### config.mk
export PLATFORM = sky130hd
export DESIGN_NAME = poly_eval_ctrl_flat
export DESIGN_NICKNAME = d
export VERILOG_FILES = /design/src/rtl/poly_eval_pkg.sv /design/src/rtl/poly_eval_if.sv /design/src/rtl/poly_eval_datapath.sv /design/src/rtl/poly_eval_ctrl.sv /design/src/flat_wrapper.sv
export SDC_FILE = /design/constraint.sdc
export NUM_CORES = 1
export LEC_CHECK = 0
export BUFFER_PORTS_ARGS = -buffer_cell sky130_fd_sc_hd__buf_4
export CORE_ASPECT_RATIO = 1.4
export CORE_MARGIN = 8
export CORE_UTILIZATION = 40
export CTS_CLUSTER_DIAMETER = 80
export DETAILED_ROUTE_END_ITERATION = 16
export PLACE_DENSITY = 0.53
export RECOVER_POWER = 100
export SETUP_SLACK_MARGIN = 0.5
export SLEW_MARGIN = 10
export SYNTH_ARGS = -nofsm -noshare
export SYNTH_HDL_FRONTEND = slang
export SYNTH_SLANG_ARGS = --single-unit
### constraint.sdc
create_clock -name clock -period 11.09 [get_ports clock]
set_input_delay 2.218 -clock clock [delete_from_list [all_inputs] [get_ports clock]]
set_output_delay 2.218 -clock clock [all_outputs]
set_load 0.01 [all_outputs]
### src/rtl/poly_eval_pkg.sv
// rtl/poly_eval_pkg.sv - state codes, ALU op codes and default widths for the polynomial evaluator
package poly_eval_pkg;

   localparam int DATA_W_DEF = 8;
   localparam int ACC_W_DEF  = 16;

   typedef enum logic [3:0] {
      LOAD_A      = 4'd0,
      LOAD_A_WAIT = 4'd1,
      LOAD_B      = 4'd2,
      LOAD_B_WAIT = 4'd3,
      LOAD_C      = 4'd4,
      LOAD_C_WAIT = 4'd5,
      LOAD_X      = 4'd6,
      LOAD_X_WAIT = 4'd7,
      CYC0        = 4'd8,
      CYC1        = 4'd9,
      CYC2        = 4'd10,
      CYC3        = 4'd11,
      CYC4        = 4'd12,
      DONE        = 4'd13
   } state_t;

   typedef enum logic [2:0] {
      OP_NOP = 3'd0,
      MUL_AX = 3'd1,
      MUL_RX = 3'd2,
      MUL_BX = 3'd3,
      ADD_AB = 3'd4,
      ADD_RC = 3'd5
   } alu_op_t;

   // The op a compute state performs at the edge that ends it.
   function automatic alu_op_t op_for_state(input state_t s);
      case (s)
         CYC0:    return MUL_AX;
         CYC1:    return MUL_RX;
         CYC2:    return MUL_BX;
         CYC3:    return ADD_AB;
         CYC4:    return ADD_RC;
         default: return OP_NOP;
      endcase
   endfunction

   function automatic logic is_compute(input state_t s);
      return (s >= CYC0) && (s <= CYC4);
   endfunction

endpackage

### src/rtl/poly_eval_if.sv
// rtl/poly_eval_if.sv - key/switch input and result/status output bundle of the evaluator
interface poly_eval_if #(
   parameter int DATA_W = 8,
   parameter int ACC_W  = 16
) ();
   logic              go;
   logic [DATA_W-1:0] data_in;
   logic [ACC_W-1:0]  result;
   logic              result_valid;
   logic              busy;
   logic [3:0]        state;
   logic              overflow;

   modport master (
      output go, data_in,
      input  result, result_valid, busy, state, overflow
   );

   modport slave (
      input  go, data_in,
      output result, result_valid, busy, state, overflow
   );
endinterface

### src/rtl/poly_eval_datapath.sv
// rtl/poly_eval_datapath.sv - operand/accumulator registers, shared mul/add, POLY_EVAL_OVF_DETECT_EN overflow flag
module poly_eval_datapath
   import poly_eval_pkg::*;
#(
   parameter int DATA_W = DATA_W_DEF,
   parameter int ACC_W  = ACC_W_DEF
) (
   input  logic              clock,
   input  logic              resetn,
   input  logic              ld_a,
   input  logic              ld_b,
   input  logic              ld_c,
   input  logic              ld_x,
   input  alu_op_t           op,
   input  logic [DATA_W-1:0] data_in,
   output logic [ACC_W-1:0]  result,
   output logic              result_valid,
   output logic              overflow
);

   // Full-width arithmetic is only kept when overflow detection needs the carry-out bits.
`ifdef POLY_EVAL_OVF_DETECT_EN
   localparam int MUL_W = 2 * ACC_W;
   localparam int ADD_W = ACC_W + 1;
`else
   localparam int MUL_W = ACC_W;
   localparam int ADD_W = ACC_W;
`endif

   logic [DATA_W-1:0] a_q, b_q, c_q, x_q;
   logic [ACC_W-1:0]  ra_q, rb_q;
   logic [ACC_W-1:0]  mul_l, add_r;
   logic [MUL_W-1:0]  mul_full;
   logic [ADD_W-1:0]  add_full;

   // Operand muxes: multiplier always multiplies by x, adder always adds onto ra.
   always_comb begin
      mul_l = '0;
      add_r = '0;
      case (op)
         MUL_AX:  mul_l = ACC_W'(a_q);
         MUL_RX:  mul_l = ra_q;
         MUL_BX:  mul_l = ACC_W'(b_q);
         ADD_AB:  add_r = rb_q;
         ADD_RC:  add_r = ACC_W'(c_q);
         default: ;
      endcase
   end

   assign mul_full = MUL_W'(mul_l) * MUL_W'(x_q);
   assign add_full = ADD_W'(ra_q) + ADD_W'(add_r);

   // Operand capture, single write-back per compute op, and result hold/clear.
   always_ff @(posedge clock) begin
      if (!resetn) begin
         a_q          <= '0;
         b_q          <= '0;
         c_q          <= '0;
         x_q          <= '0;
         ra_q         <= '0;
         rb_q         <= '0;
         result       <= '0;
         result_valid <= 1'b0;
      end else begin
         if (ld_a) begin
            a_q          <= data_in;
            result_valid <= 1'b0;
         end
         if (ld_b) b_q <= data_in;
         if (ld_c) c_q <= data_in;
         if (ld_x) x_q <= data_in;
         case (op)
            MUL_AX, MUL_RX: ra_q <= mul_full[ACC_W-1:0];
            MUL_BX:         rb_q <= mul_full[ACC_W-1:0];
            ADD_AB:         ra_q <= add_full[ACC_W-1:0];
            ADD_RC: begin
               result       <= add_full[ACC_W-1:0];
               result_valid <= 1'b1;
            end
            default: ;
         endcase
      end
   end

`ifdef POLY_EVAL_OVF_DETECT_EN
   logic is_mul, is_add;

   assign is_mul = (op == MUL_AX) || (op == MUL_RX) || (op == MUL_BX);
   assign is_add = (op == ADD_AB) || (op == ADD_RC);

   // Sticky flag: any truncated bits in the active op set it; a new evaluation clears it.
   always_ff @(posedge clock) begin
      if (!resetn) begin
         overflow <= 1'b0;
      end else if (ld_a) begin
         overflow <= 1'b0;
      end else if ((is_mul && (|mul_full[MUL_W-1:ACC_W])) ||
                   (is_add && add_full[ACC_W])) begin
         overflow <= 1'b1;
      end
   end
`else
   assign overflow = 1'b0;
`endif

endmodule

### src/rtl/poly_eval_ctrl.sv
// rtl/poly_eval_ctrl.sv - load/compute sequencer for y = A*x^2 + B*x + C
module poly_eval_ctrl
   import poly_eval_pkg::*;
#(
   parameter int DATA_W = DATA_W_DEF,
   parameter int ACC_W  = ACC_W_DEF
) (
   input  logic       clock,
   input  logic       resetn,
   poly_eval_if.slave bus
);

   state_t  state_q, next_state;
   alu_op_t op_q;
   logic    busy_q;
   logic    ld_a, ld_b, ld_c, ld_x;

   // Captures happen on the go edge itself, so the enables decode the current state directly.
   assign ld_a = (state_q == LOAD_A) && bus.go;
   assign ld_b = (state_q == LOAD_B) && bus.go;
   assign ld_c = (state_q == LOAD_C) && bus.go;
   assign ld_x = (state_q == LOAD_X) && bus.go;

   // Next-state: each LOAD captures once, its WAIT holds until go is released.
   always_comb begin
      next_state = state_q;
      case (state_q)
         LOAD_A:      if (bus.go)  next_state = LOAD_A_WAIT;
         LOAD_A_WAIT: if (!bus.go) next_state = LOAD_B;
         LOAD_B:      if (bus.go)  next_state = LOAD_B_WAIT;
         LOAD_B_WAIT: if (!bus.go) next_state = LOAD_C;
         LOAD_C:      if (bus.go)  next_state = LOAD_C_WAIT;
         LOAD_C_WAIT: if (!bus.go) next_state = LOAD_X;
         LOAD_X:      if (bus.go)  next_state = LOAD_X_WAIT;
         LOAD_X_WAIT: if (!bus.go) next_state = CYC0;
         CYC0:        next_state = CYC1;
         CYC1:        next_state = CYC2;
         CYC2:        next_state = CYC3;
         CYC3:        next_state = CYC4;
         CYC4:        next_state = DONE;
         DONE:        next_state = LOAD_A;
         default:     next_state = LOAD_A;
      endcase
   end

   // State register with busy and op code registered against the state being entered.
   always_ff @(posedge clock) begin
      if (!resetn) begin
         state_q <= LOAD_A;
         busy_q  <= 1'b0;
         op_q    <= OP_NOP;
      end else begin
         state_q <= next_state;
         busy_q  <= is_compute(next_state);
         op_q    <= op_for_state(next_state);
      end
   end

   assign bus.state = state_q;
   assign bus.busy  = busy_q;

   poly_eval_datapath #(
      .DATA_W (DATA_W),
      .ACC_W  (ACC_W)
   ) u_datapath (
      .clock        (clock),
      .resetn       (resetn),
      .ld_a         (ld_a),
      .ld_b         (ld_b),
      .ld_c         (ld_c),
      .ld_x         (ld_x),
      .op           (op_q),
      .data_in      (bus.data_in),
      .result       (bus.result),
      .result_valid (bus.result_valid),
      .overflow     (bus.overflow)
   );

endmodule

### src/flat_wrapper.sv
// flat-port wrapper written by rule: the top's interface ports become plain ports
module poly_eval_ctrl_flat import poly_eval_pkg::*;
#(
   parameter int DATA_W = DATA_W_DEF,
   parameter int ACC_W  = ACC_W_DEF
)
  (clock, resetn, bus_go, bus_data_in, bus_result, bus_result_valid, bus_busy, bus_state, bus_overflow);
  poly_eval_if #(.DATA_W(DATA_W), .ACC_W(ACC_W)) bus_i ();
  input  logic clock;
  input  logic resetn;
  input wire logic [$bits(bus_i.go)-1:0] bus_go;
  input wire logic [$bits(bus_i.data_in)-1:0] bus_data_in;
  output wire logic [$bits(bus_i.result)-1:0] bus_result;
  output wire logic [$bits(bus_i.result_valid)-1:0] bus_result_valid;
  output wire logic [$bits(bus_i.busy)-1:0] bus_busy;
  output wire logic [$bits(bus_i.state)-1:0] bus_state;
  output wire logic [$bits(bus_i.overflow)-1:0] bus_overflow;
  assign bus_i.go = bus_go;
  assign bus_i.data_in = bus_data_in;
  assign bus_result = bus_i.result;
  assign bus_result_valid = bus_i.result_valid;
  assign bus_busy = bus_i.busy;
  assign bus_state = bus_i.state;
  assign bus_overflow = bus_i.overflow;
  poly_eval_ctrl #(.DATA_W(DATA_W), .ACC_W(ACC_W)) u_core (.clock(clock), .resetn(resetn), .bus(bus_i));
endmodule
==> qor.yml, run 1 <==
placement:
  placement.cell_area_um2: 7690
  gpl.final_weighted_congestion: 0.875
  placed_cells_incl_taps: 1089
  hpwl_after_detailed_placement_um: 14900
  numPortBuffers: 32
cts:
  postCtsSetupRepairBufs: 0
  cts.path.max_buffers: 2
  cts_root_buf: "clkbuf_16"
  cts-htree-levels: 3
  clock_sinks: 89
  clock_tree_from_tritoncts: "built"
  clkSlewWorstSetupHoldPaths_ps: 80
  cts-resized-gates: 0
  ctsHoldBuffers: 0
  clock_insertion_delay_worst_skew_ps: 350
  cts_made_buffers: 9
die:
  coreArea_um2: 17900
  horizontal_die_dimension_um: 130
  placementRows: 58
  floorplan.die.height_um: 176
  fp.dieArea_um2: 22800
  num_io_pins: 34
  start_util: 0.406
global_route:
  grt_first_pass_wirelength_um: 33100
  first_global_vias: 6353
  globalRouteOverflowTotal: 0
  gr-usage-all-layers: 0.182
  grt_start_max_net_pins: 58
  antenna_violations_before_repair: 0
routing:
  drtIter0Drc: 343
  detail_route.first_pass.iterations: 5
  post_drt_via_cell_ratio: 5.47
  detailroute.via_count: 6047
  antenna_left: 0
  routed_wl_um: 19600
  drt_drc_violations_left: 0
  routed_wire_length_per_instance_um: 17.7
power:
  total_power_mw: 0.663
  fraction_of_power_spent_switching_nets: 0.258
  power-per-cell-area_nw_per_um2: 83.9
  leakage_nw: 3.46
  vdd_drop_max_mv: 0.0756
  power.net_switching_mw: 0.171
  clkPwrFrac: 0.473
  combPwrFrac: 0.036
  power.internal_mw: 0.492
  pwr-share-seq: 0.490
timing:
  fin_worst_skew_ps: 15.5
  worst_slew_pin_slew_ps: 2620
  slew_violations: 58
  rsz0062_at_grt: "false"
  layout_min_cycle_time_ps: 6300
  timing_hold_violations_final: 0
  max-slew-margin-rel: -0.747
  finalCritPeriodShare: 0.568
  f_max_mhz: 159
  final-setup-viol-count: 0
  fin_tns_setup_ps: 0
finish:
  finish.cell_count_without_fillers: 1105
  multi_input_area_um2: 4990
  stdcell_area_um2: 7900
  seq_area_um2: 1780
  antennaDiodeCount: 0
  syn_to_final_growth_pct: 8.42
  drive_gt1_frac: 0.0555
  fin_nets: 971
  nFillCells: 1843
synthesis:
  ff_latch_count_synth: 89
  synth_area_leaders: "dfxtp_1, fa_1, ha_1"
  synth_sequential_area_ratio: 0.245
  dominantRegCellSynth: "dfxtp_1"
  synthesis.nets: 973
  synthMostInstantiatedCell: "dfxtp_1"
  synth_largest_area_cell: "dfxtp_1"
  syn_inst: 862
  synth.avg_cell_area_um2: 8.45
  synth.lib_cells_used.distinct: 59
  synth_top_area_share: 0.245
  synthesis.yosys.warnings: 0
  post_synth_most_frequent_cells: "dfxtp_1, inv_1, nand2_1, nor2_1, fa_1"
  synth_enable_flop_cells: 0
  synthArstFlopShare: 0
  synthesis.area_um2: 7280
min_path:
  holdPathEnd: "u_core.u_datapath.rb_q[3]$_SDFFE_PN0N_"
  worst_hold_path_type: "register to register"
  holdPathStages: 2
  min_from: "u_core.u_datapath.rb_q[3]$_SDFFE_PN0N_"
setup_path:
  worst-endpoint-required_ps: 11350
  max_fanout_on_critical_path: 18
  worst_case_reg_to_reg_path_depth: 18
  worst-setup-path-type: "register to register"
  worst_setup_path_start_kind: "register"
  r2r_end: "u_core.u_datapath.ra_q[15]$_SDFFE_PN0P_"
  rrSetupSlack_ps: 4790
  reg2reg_from: "u_core.op_q[1]$_SDFF_PN0_"
  cp.arrival_ps: 6560
  setup_crit_end_kind: "register"
outcome:
  status: "finished with violations"
  violations: "capacitance limit, slew limit"
job:
  maxCapViolations: 1
[critical path, stage by stage, from the launching register on]
cell	delay [ps]
dfxtp_1	760
nor2b_1	610
a22oi_1	190
nor2_1	470
and2_0	240
fa_1	450
fa_1	460
inv_1	110
fa_1	440
fa_1	520
inv_1	50
ha_1	400
a21o_1	220
a21o_1	210
a21o_1	170
o22ai_1	160
o21bai_1	120
xnor3_1	430
o221ai_1	200
[cell type report]
type	instances	share of cell area
repair buffers	37	0.0233
inverters	89	0.0423
clock inverters	7	0.0103
clock buffers	9	0.0285
multi-input cells	634	0.632
well taps	240	0.0380
flip-flops and latches	89	0.226
[stage by stage]
stage          hold WS (ps)  setup WS [ps]   util
6_report                454           4790  0.441
5_1_grt                 475           4460  0.441
4_1_cts                 458           4830  0.446
3_5_place_dp            448           4900  0.429
3_3_place_gp            441           5160  0.429
2_1_floorplan           432           5590      -
[layout by cell type, fill, tap and decap left out, types with 6 or more instances in the layout]
cell type and n:
a21o_1 12, nor2_1 63, nand2b_1 8, or3_1 8, dfxtp_1 89, inv_1 89, a22oi_1 9, fa_1 61
and3_1 20, nand2_1 83, nand3_1 31, xnor2_1 22, ha_1 39, xor2_1 6, clkbuf_1 25, clkbuf_16 9
mux2i_1 33, a21oi_1 49, o21ai_0 26, a211oi_1 12, o21a_1 9, mux2_2 8, buf_4 12, a22o_1 7
and2_1 55
[cells by family after synthesis]
| kind of cell | after synthesis | share of synthesized area |
|---|---|---|
| compound gates | 160 | 0.145 |
| xor+xnor | 29 | 0.0368 |
| fa+ha+maj | 100 | 0.235 |
| buf+inv | 139 | 0.0722 |
| flops | 89 | 0.245 |
| mux | 41 | 0.0577 |
| other cells | 1 | 0.000515 |
| simple gates | 303 | 0.209 |
[state kept, by name, summed over array words and instances, names as in the netlist]
signal and count:
u_core.u_datapath.result_valid 1, u_core.bus.busy 1, u_core.op_q 3, u_core.u_datapath.x_q 8, u_core.u_datapath.c_q 8, u_core.bus.state 4, u_core.u_datapath.result 16, u_core.u_datapath.ra_q 16
u_core.u_datapath.b_q 8, u_core.u_datapath.a_q 8, u_core.u_datapath.rb_q 16
[metal layers]
layer	vias to the layer above	track usage	part of all wire
met5	-	0	0
met4	0	0.0709	0.027
met3	41	0.0237	0.038
met2	153	0.309	0.50
met1	2975	0.226	0.44
li1	2878	-	-
[how the worst max path moves through the flow]
stage,startpoint,cells after the start,to
floorplan,u_core.op_q[1]$_SDFF_PN0_,21,u_core.u_datapath.ra_q[15]$_SDFFE_PN0P_
global placement,u_core.op_q[1]$_SDFF_PN0_,17,u_core.u_datapath.ra_q[15]$_SDFFE_PN0P_
detailed placement,u_core.op_q[1]$_SDFF_PN0_,17,u_core.u_datapath.ra_q[15]$_SDFFE_PN0P_
CTS,u_core.op_q[1]$_SDFF_PN0_,17,u_core.u_datapath.ra_q[15]$_SDFFE_PN0P_
global route,u_core.op_q[1]$_SDFF_PN0_,18,u_core.u_datapath.ra_q[15]$_SDFFE_PN0P_
finish,u_core.op_q[1]$_SDFF_PN0_,18,u_core.u_datapath.ra_q[15]$_SDFFE_PN0P_
[power groups by stage]
stage / registers, mW / logic [mW] / clock network [mW]
detailed placement: 0.333 / 0.0251 / 0
global route: 0.326 / 0.0262 / 0.331
global placement: 0.332 / 0.0248 / 0
floorplan: 0.331 / 0.0155 / 0
CTS: 0.325 / 0.0252 / 0.321
finish: 0.325 / 0.0242 / 0.314
(Power assumes the default switching activity.)
==> run 2, diff against run 1 <==
==> constraint.sdc (replaced) <==
create_clock -name clock -period 6.2 [get_ports clock]
set_input_delay 1.24 -clock clock [delete_from_list [all_inputs] [get_ports clock]]
set_output_delay 1.24 -clock clock [all_outputs]
set_load 0.01 [all_outputs]
==> qor.yml, run 2 (synthesis results as in run 1) <==
outcome:
  status: "finished with violations"
  violations: "capacitance limit, slew limit"
power:
  total_power_mw: 1.19  # +80%
  power.internal_mw: 0.914  # +86%
  fraction_of_power_spent_switching_nets: 0.235  # -0.0230
  clkPwrFrac: 0.479  # +0.006
  pwr-share-seq: 0.487  # -0.003
  combPwrFrac: 0.034  # -0.002
  power-per-cell-area_nw_per_um2: 150  # +79%
  power.net_switching_mw: 0.281  # +64%
  leakage_nw: 3.50  # +1.2%
  vdd_drop_max_mv: 0.134  # +77%
cts:
  clock_sinks: 89  # unchanged
  cts-htree-levels: 3  # unchanged
  clock_tree_from_tritoncts: "built"
  cts_made_buffers: 9  # unchanged
  cts_root_buf: "clkbuf_16"
  cts.path.max_buffers: 2  # unchanged
  clkSlewWorstSetupHoldPaths_ps: 70  # about the same
  clock_insertion_delay_worst_skew_ps: 350  # about the same
routing:
  post_drt_via_cell_ratio: 5.34  # -2.4%
  detail_route.first_pass.iterations: 5  # unchanged
  route.top_layer_used: "met4"
  wl_met3_um: 754  # +1.1%
  antenna_left: 0  # unchanged
  met2_wirelength_um: 9650  # -0.88%
  drt_drc_violations_left: 0  # unchanged
  m1WireLength_um: 8490  # -0.96%
  routed_wl_um: 19200  # -1.9%
  routed_wire_length_per_instance_um: 17.3  # -2.6%
  drtIter0Drc: 373  # +8.7%
  detailroute.via_count: 5951  # -1.6%
finish:
  finish.cell_count_without_fillers: 1114  # +0.81%
  seq_area_um2: 1780  # unchanged
  multi_input_area_um2: 4990  # about the same
  nFillCells: 1830  # -0.71%
  largest_registers: "u_core.u_datapath.ra_q x16, u_core.u_datapath.rb_q x16, u_core.u_datapath.result x16"
  antennaDiodeCount: 0  # unchanged
  mostFrequentLayoutCells: "inv_1, dfxtp_1, nand2_1"
  stdcell_area_um2: 7970  # +0.89%
  finalCoreUtilization: 0.444  # +0.00391
  syn_to_final_growth_pct: 9.38
  drive_gt1_frac: 0.0641  # +0.00858
  fin_nets: 980  # +0.93%
die:
  horizontal_die_dimension_um: 130  # unchanged
  start_util: 0.406  # unchanged
  placementRows: 58  # unchanged
  num_io_pins: 34  # unchanged
  floorplan.die.height_um: 176  # unchanged
  fp.dieArea_um2: 22800  # unchanged
  coreArea_um2: 17900  # unchanged
timing:
  slew_violations: 60  # +3.4%
  rsz0062_at_grt: "false"
  timing_hold_violations_final: 0  # unchanged
  timing.final.ws_setup_ps: 608  # -4180 ps
  finalCritPeriodShare: 0.902  # +0.334
  worst_slew_pin_slew_ps: 2640  # +17.7 ps
  hold_ws_ps: 458  # +4.12 ps
  fin_worst_skew_ps: 12.7  # -2.80 ps
  layout_min_cycle_time_ps: 5590  # -709 ps
  max-slew-margin-rel: -0.758  # -0.0118
  fin_tns_setup_ps: 0  # unchanged
  f_max_mhz: 179  # +13%
  final-setup-viol-count: 0  # unchanged
placement:
  gpl.final_weighted_congestion: 0.830  # -5.1%
  hpwl_after_detailed_placement_um: 15000  # +0.43%
  placed_cells_incl_taps: 1098  # +0.83%
  placement.cell_area_um2: 7750  # +0.83%
  post-place-ws_ps: 567  # -4340 ps
  numPortBuffers: 32  # unchanged
setup_path:
  critPathSlowestCell: "fa_1"
  cp.arrival_ps: 5850  # -710 ps
  setup_crit_end_kind: "register"
  worst-setup-path-type: "register to register"
  max_fanout_on_critical_path: 10  # -8
  worst_setup_path_start_kind: "register"
  max_stage_delay_ps: 550  # -210 ps
  crit_family: "adder cells"
  cp_common_cell: "fa_1"
  buf_inv_stages_crit_path: 2  # unchanged
  crit_path_cell_trace: "mux2_2, a22oi_1, nor2_1, and2_0, fa_1, inv_1, fa_1, fa_1, fa_1, inv_1, ha_1, o21a_1, o31a_1, o31a_1, or2_0, o21bai_1, xnor3_1, o221ai_1"
  worst-endpoint-required_ps: 6450  # -4900 ps
global_route:
  grt_start_max_net_pins: 60  # +3.4%
  antenna_violations_before_repair: 0  # unchanged
  gr-usage-all-layers: 0.181  # -0.00111
  globalRouteOverflowTotal: 0  # unchanged
  grt_first_pass_wirelength_um: 32600  # -1.6%
  first_global_vias: 6227  # -2.0%
job:
  maxCapViolations: 1  # unchanged
min_path:
  worst_hold_path_type: "register to register"
run 2: cell types whose count changed in the layout (fill, tap and decap cells not counted), sizes merged:
| cell | change |
|---|---|
| buf | +8 |
| clkinv | -3 |
| bufinv | +1 |
| clkbuf | +2 |
| clkinvlp | +1 |
run 2: power groups by stage:
stage	clock, mW	combinational, mW	sequential, mW
after floorplan	0	0.0278	0.592
after global placement	0	0.0418	0.596
after detailed placement	0	0.0427	0.596
after CTS	0.585	0.0427	0.582
after global routing	0.606	0.0451	0.583
final	0.572	0.0408	0.582
run 2: final timing paths:
path | from | endpoint | slack (ps) | depth (start not counted)
worst min register to register | u_core.u_datapath.result[6]$_SDFFE_PN0P_ | u_core.u_datapath.result[6]$_SDFFE_PN0P_ | 460 | 2
worst min-delay path | u_core.u_datapath.result[6]$_SDFFE_PN0P_ | u_core.u_datapath.result[6]$_SDFFE_PN0P_ | 460 | 2
worst max-delay path | u_core.op_q[1]$_SDFF_PN0_ | u_core.u_datapath.ra_q[15]$_SDFFE_PN0P_ | 610 | 18
worst max register to register | u_core.op_q[1]$_SDFF_PN0_ | u_core.u_datapath.ra_q[15]$_SDFFE_PN0P_ | 610 | 18
run 2: area by class of cell:
cell class,count,share of cell area
Sequential cell,89,0.224
Inverter,89,0.0419
Timing Repair Buffer,46,0.0311
Multi-Input combinational cell,634,0.627
Tap cell,240,0.0377
Clock buffer,10,0.0287
Clock inverter,6,0.0104
run 2: timing repair:
| action | in CTS | in global routing |
|---|---|---|
| hold buffers | 0 | 0 |
| buffers inserted | 0 | 0 |
| endpoints found under the setup margin | 0 | 7 |
| gates resized for setup | 0 | 4 |
run 2: worst register-to-register path, stage by stage (launching register included):
cell and delay, ps:
dfxtp_1 540, mux2_2 380, a22oi_1 160, nor2_1 150, and2_0 260, fa_1 540
inv_1 60, fa_1 550, fa_1 440, fa_1 510, inv_1 50, ha_1 310
o21a_1 120, o31a_1 120, o31a_1 300, or2_0 230, o21bai_1 160, xnor3_1 430
o221ai_1 200
run 2: metal layers:
metal,global-route usage,vias to the layer above
met2,0.312,140
met5,0,-
li1,-,2894
met3,0.0237,24
met1,0.226,2893
met4,0.0539,0
==> run 3, diff against run 2 <==
--- a/config.mk
+++ b/config.mk
@@ -11,7 +11,7 @@
 export CORE_UTILIZATION = 40
 export CTS_CLUSTER_DIAMETER = 80
 export DETAILED_ROUTE_END_ITERATION = 16
-export PLACE_DENSITY = 0.53
+export PLACE_DENSITY = 0.6
 export RECOVER_POWER = 100
 export SETUP_SLACK_MARGIN = 0.5
 export SLEW_MARGIN = 10
==> constraint.sdc (replaced) <==
create_clock -name clock -period 6.2 [get_ports clock]
set_input_delay 1.24 -clock clock [delete_from_list [all_inputs] [get_ports clock]]
set_output_delay 1.24 -clock clock [all_outputs]
set_load 0.02 [all_outputs]
==> qor.yml, run 3 (synthesis results as in run 1) <==
cts:
  cts-htree-levels: 3  # unchanged
  cts_made_buffers: 9  # unchanged
  cts-resized-gates: 2  # +2
  cts.path.max_buffers: 2  # unchanged
  postCtsSetupRepairBufs: 0  # unchanged
  clock_tree_from_tritoncts: "built"
  clock_sinks: 89  # unchanged
  cts_root_buf: "clkbuf_16"
  ctsHoldBuffers: 0  # unchanged
  clock_insertion_delay_worst_skew_ps: 340  # about the same
  clkSlewWorstSetupHoldPaths_ps: 70  # about the same
routing:
  drtIter0Drc: 305  # -18%
  post_drt_via_cell_ratio: 5.23  # -2.1%
  routed_wl_um: 18400  # -4.2%
  detail_route.first_pass.iterations: 5  # unchanged
  detailroute.via_count: 5792  # -2.7%
  antenna_left: 0  # unchanged
  drt_drc_violations_left: 0  # unchanged
  routed_wire_length_per_instance_um: 16.6  # -3.7%
power:
  leakage_nw: 3.48  # -0.62%
  power-per-cell-area_nw_per_um2: 156  # +3.8%
  vdd_drop_max_mv: 0.182  # +36%
placement:
  placement.cell_area_um2: 7710  # -0.58%
  placed_cells_incl_taps: 1092  # -0.55%
  hpwl_after_detailed_placement_um: 14000  # -6.4%
  gpl.final_weighted_congestion: 0.856  # +3.1%
  numPortBuffers: 32  # unchanged
global_route:
  globalRouteOverflowTotal: 0  # unchanged
  grt_start_max_net_pins: 47  # -22%
  first_global_vias: 5951  # -4.4%
  gr-usage-all-layers: 0.170  # -0.0105
  antenna_violations_before_repair: 0  # unchanged
  grt_first_pass_wirelength_um: 30800  # -5.3%
timing:
  worst_slew_pin_slew_ps: 1930  # -708 ps
  slew_violations: 47  # -22%
  fin_tns_setup_ps: 0  # unchanged
  final-setup-viol-count: 0  # unchanged
  timing_hold_violations_final: 0  # unchanged
  f_max_mhz: 181  # +0.95%
  layout_min_cycle_time_ps: 5540  # -52.6 ps
  rsz0062_at_grt: "false"
  finalCritPeriodShare: 0.894  # -0.00849
  max-slew-margin-rel: -0.286  # +0.472
  fin_worst_skew_ps: 8.75  # -3.95 ps
  hold_ws_ps: 454  # -4.65 ps
setup_path:
  worst-setup-path-type: "register to register"
  worst-endpoint-required_ps: 6460  # about the same
  worst_setup_path_start_kind: "register"
  setup_crit_end_kind: "register"
  max_fanout_on_critical_path: 8  # -2
  cp.arrival_ps: 5800  # -50 ps
die:
  horizontal_die_dimension_um: 130  # unchanged
  num_io_pins: 34  # unchanged
  placementRows: 58  # unchanged
  coreArea_um2: 17900  # unchanged
  floorplan.die.height_um: 176  # unchanged
  start_util: 0.406  # unchanged
  fp.dieArea_um2: 22800  # unchanged
outcome:
  status: "finished with violations"
  violations: "capacitance limit, slew limit"
finish:
  antennaDiodeCount: 0  # unchanged
  mostFrequentLayoutCells: "inv_1, dfxtp_1, nand2_1"
  syn_to_final_growth_pct: 9.43  # about the same
  largest_registers: "u_core.u_datapath.ra_q x16, u_core.u_datapath.rb_q x16, u_core.u_datapath.result x16"
  mostFrequentLayoutCell: "inv_1"
  finish.cell_count_without_fillers: 1108  # -0.54%
  fin_nets: 974  # -0.61%
  drive_gt1_frac: 0.0680  # +0.00390
  stdcell_area_um2: 7970  # about the same
min_path:
  worst_hold_path_type: "register to register"
job:
  maxCapViolations: 1  # unchanged
run 3: cell count changes in the layout (fill, tap and decap cells not counted), sizes merged:
cell,change
bufinv,+1
clkinv,-1
buf,-6
run 3: layout make-up:
type / count / area [µm²]
fill: 1798 / 9950
sequential: 89 / 1790
multi-input combinational: 634 / 5010
tap: 240 / 300
timing repair buffer: 40 / 203
clock buffer: 10 / 239
inverter: 89 / 334
clock inverter: 6 / 96.3
run 3: worst paths after layout:
| check | from | end | slack, ps | cells past startpoint |
|---|---|---|---|---|
| max reg2reg | u_core.op_q[1]$_SDFF_PN0_ | u_core.u_datapath.ra_q[15]$_SDFFE_PN0P_ | 660 | 20 |
| min | u_core.u_datapath.rb_q[9]$_SDFFE_PN0N_ | u_core.u_datapath.rb_q[9]$_SDFFE_PN0N_ | 450 | 2 |
| max | u_core.op_q[1]$_SDFF_PN0_ | u_core.u_datapath.ra_q[15]$_SDFFE_PN0P_ | 660 | 20 |
| min reg2reg | u_core.u_datapath.rb_q[9]$_SDFFE_PN0N_ | u_core.u_datapath.rb_q[9]$_SDFFE_PN0N_ | 450 | 2 |
run 3: worst max-delay path, stage by stage (launching register included):
cell and delay [ps]:
dfxtp_4 400, nor2b_1 460, a22oi_1 170, nor2_1 270
clkbuf_1 290, nand2_1 110, fa_1 380, inv_1 90
fa_1 410, ha_1 280, inv_1 40, fa_1 480
inv_1 50, ha_1 320, nor2b_4 150, o31a_1 260
o31a_1 300, or2_0 230, o21bai_1 140, xnor3_1 430
o221ai_2 180
run 3: per-stage QoR:
step	utilization	power, mW	setup WS [ps]
6_report	0.445	1.24	660
5_1_grt	0.445	1.28	271
4_1_cts	0.449	1.26	562
3_5_place_dp	0.430	0.639	376
3_3_place_gp	0.430	0.639	563
2_1_floorplan	-	0.621	699
run 3: routing by layer:
metal,wire [µm],share of wire,vias to the layer above,GRT usage
li1,-,-,2883,-
met1,8350,0.45,2780,0.213
met2,9200,0.50,103,0.293
met3,445,0.024,26,0.0191
met4,409,0.022,0,0.0583
met5,0,0,-,0
run 3: power by group:
part | leakage, nW | switching, mW | internal [mW]
registers | 0.719 | 0.00533 | 0.576
clock network | 0.162 | 0.247 | 0.370
logic | 2.60 | 0.0270 | 0.0154
total | 3.48 | 0.279 | 0.962
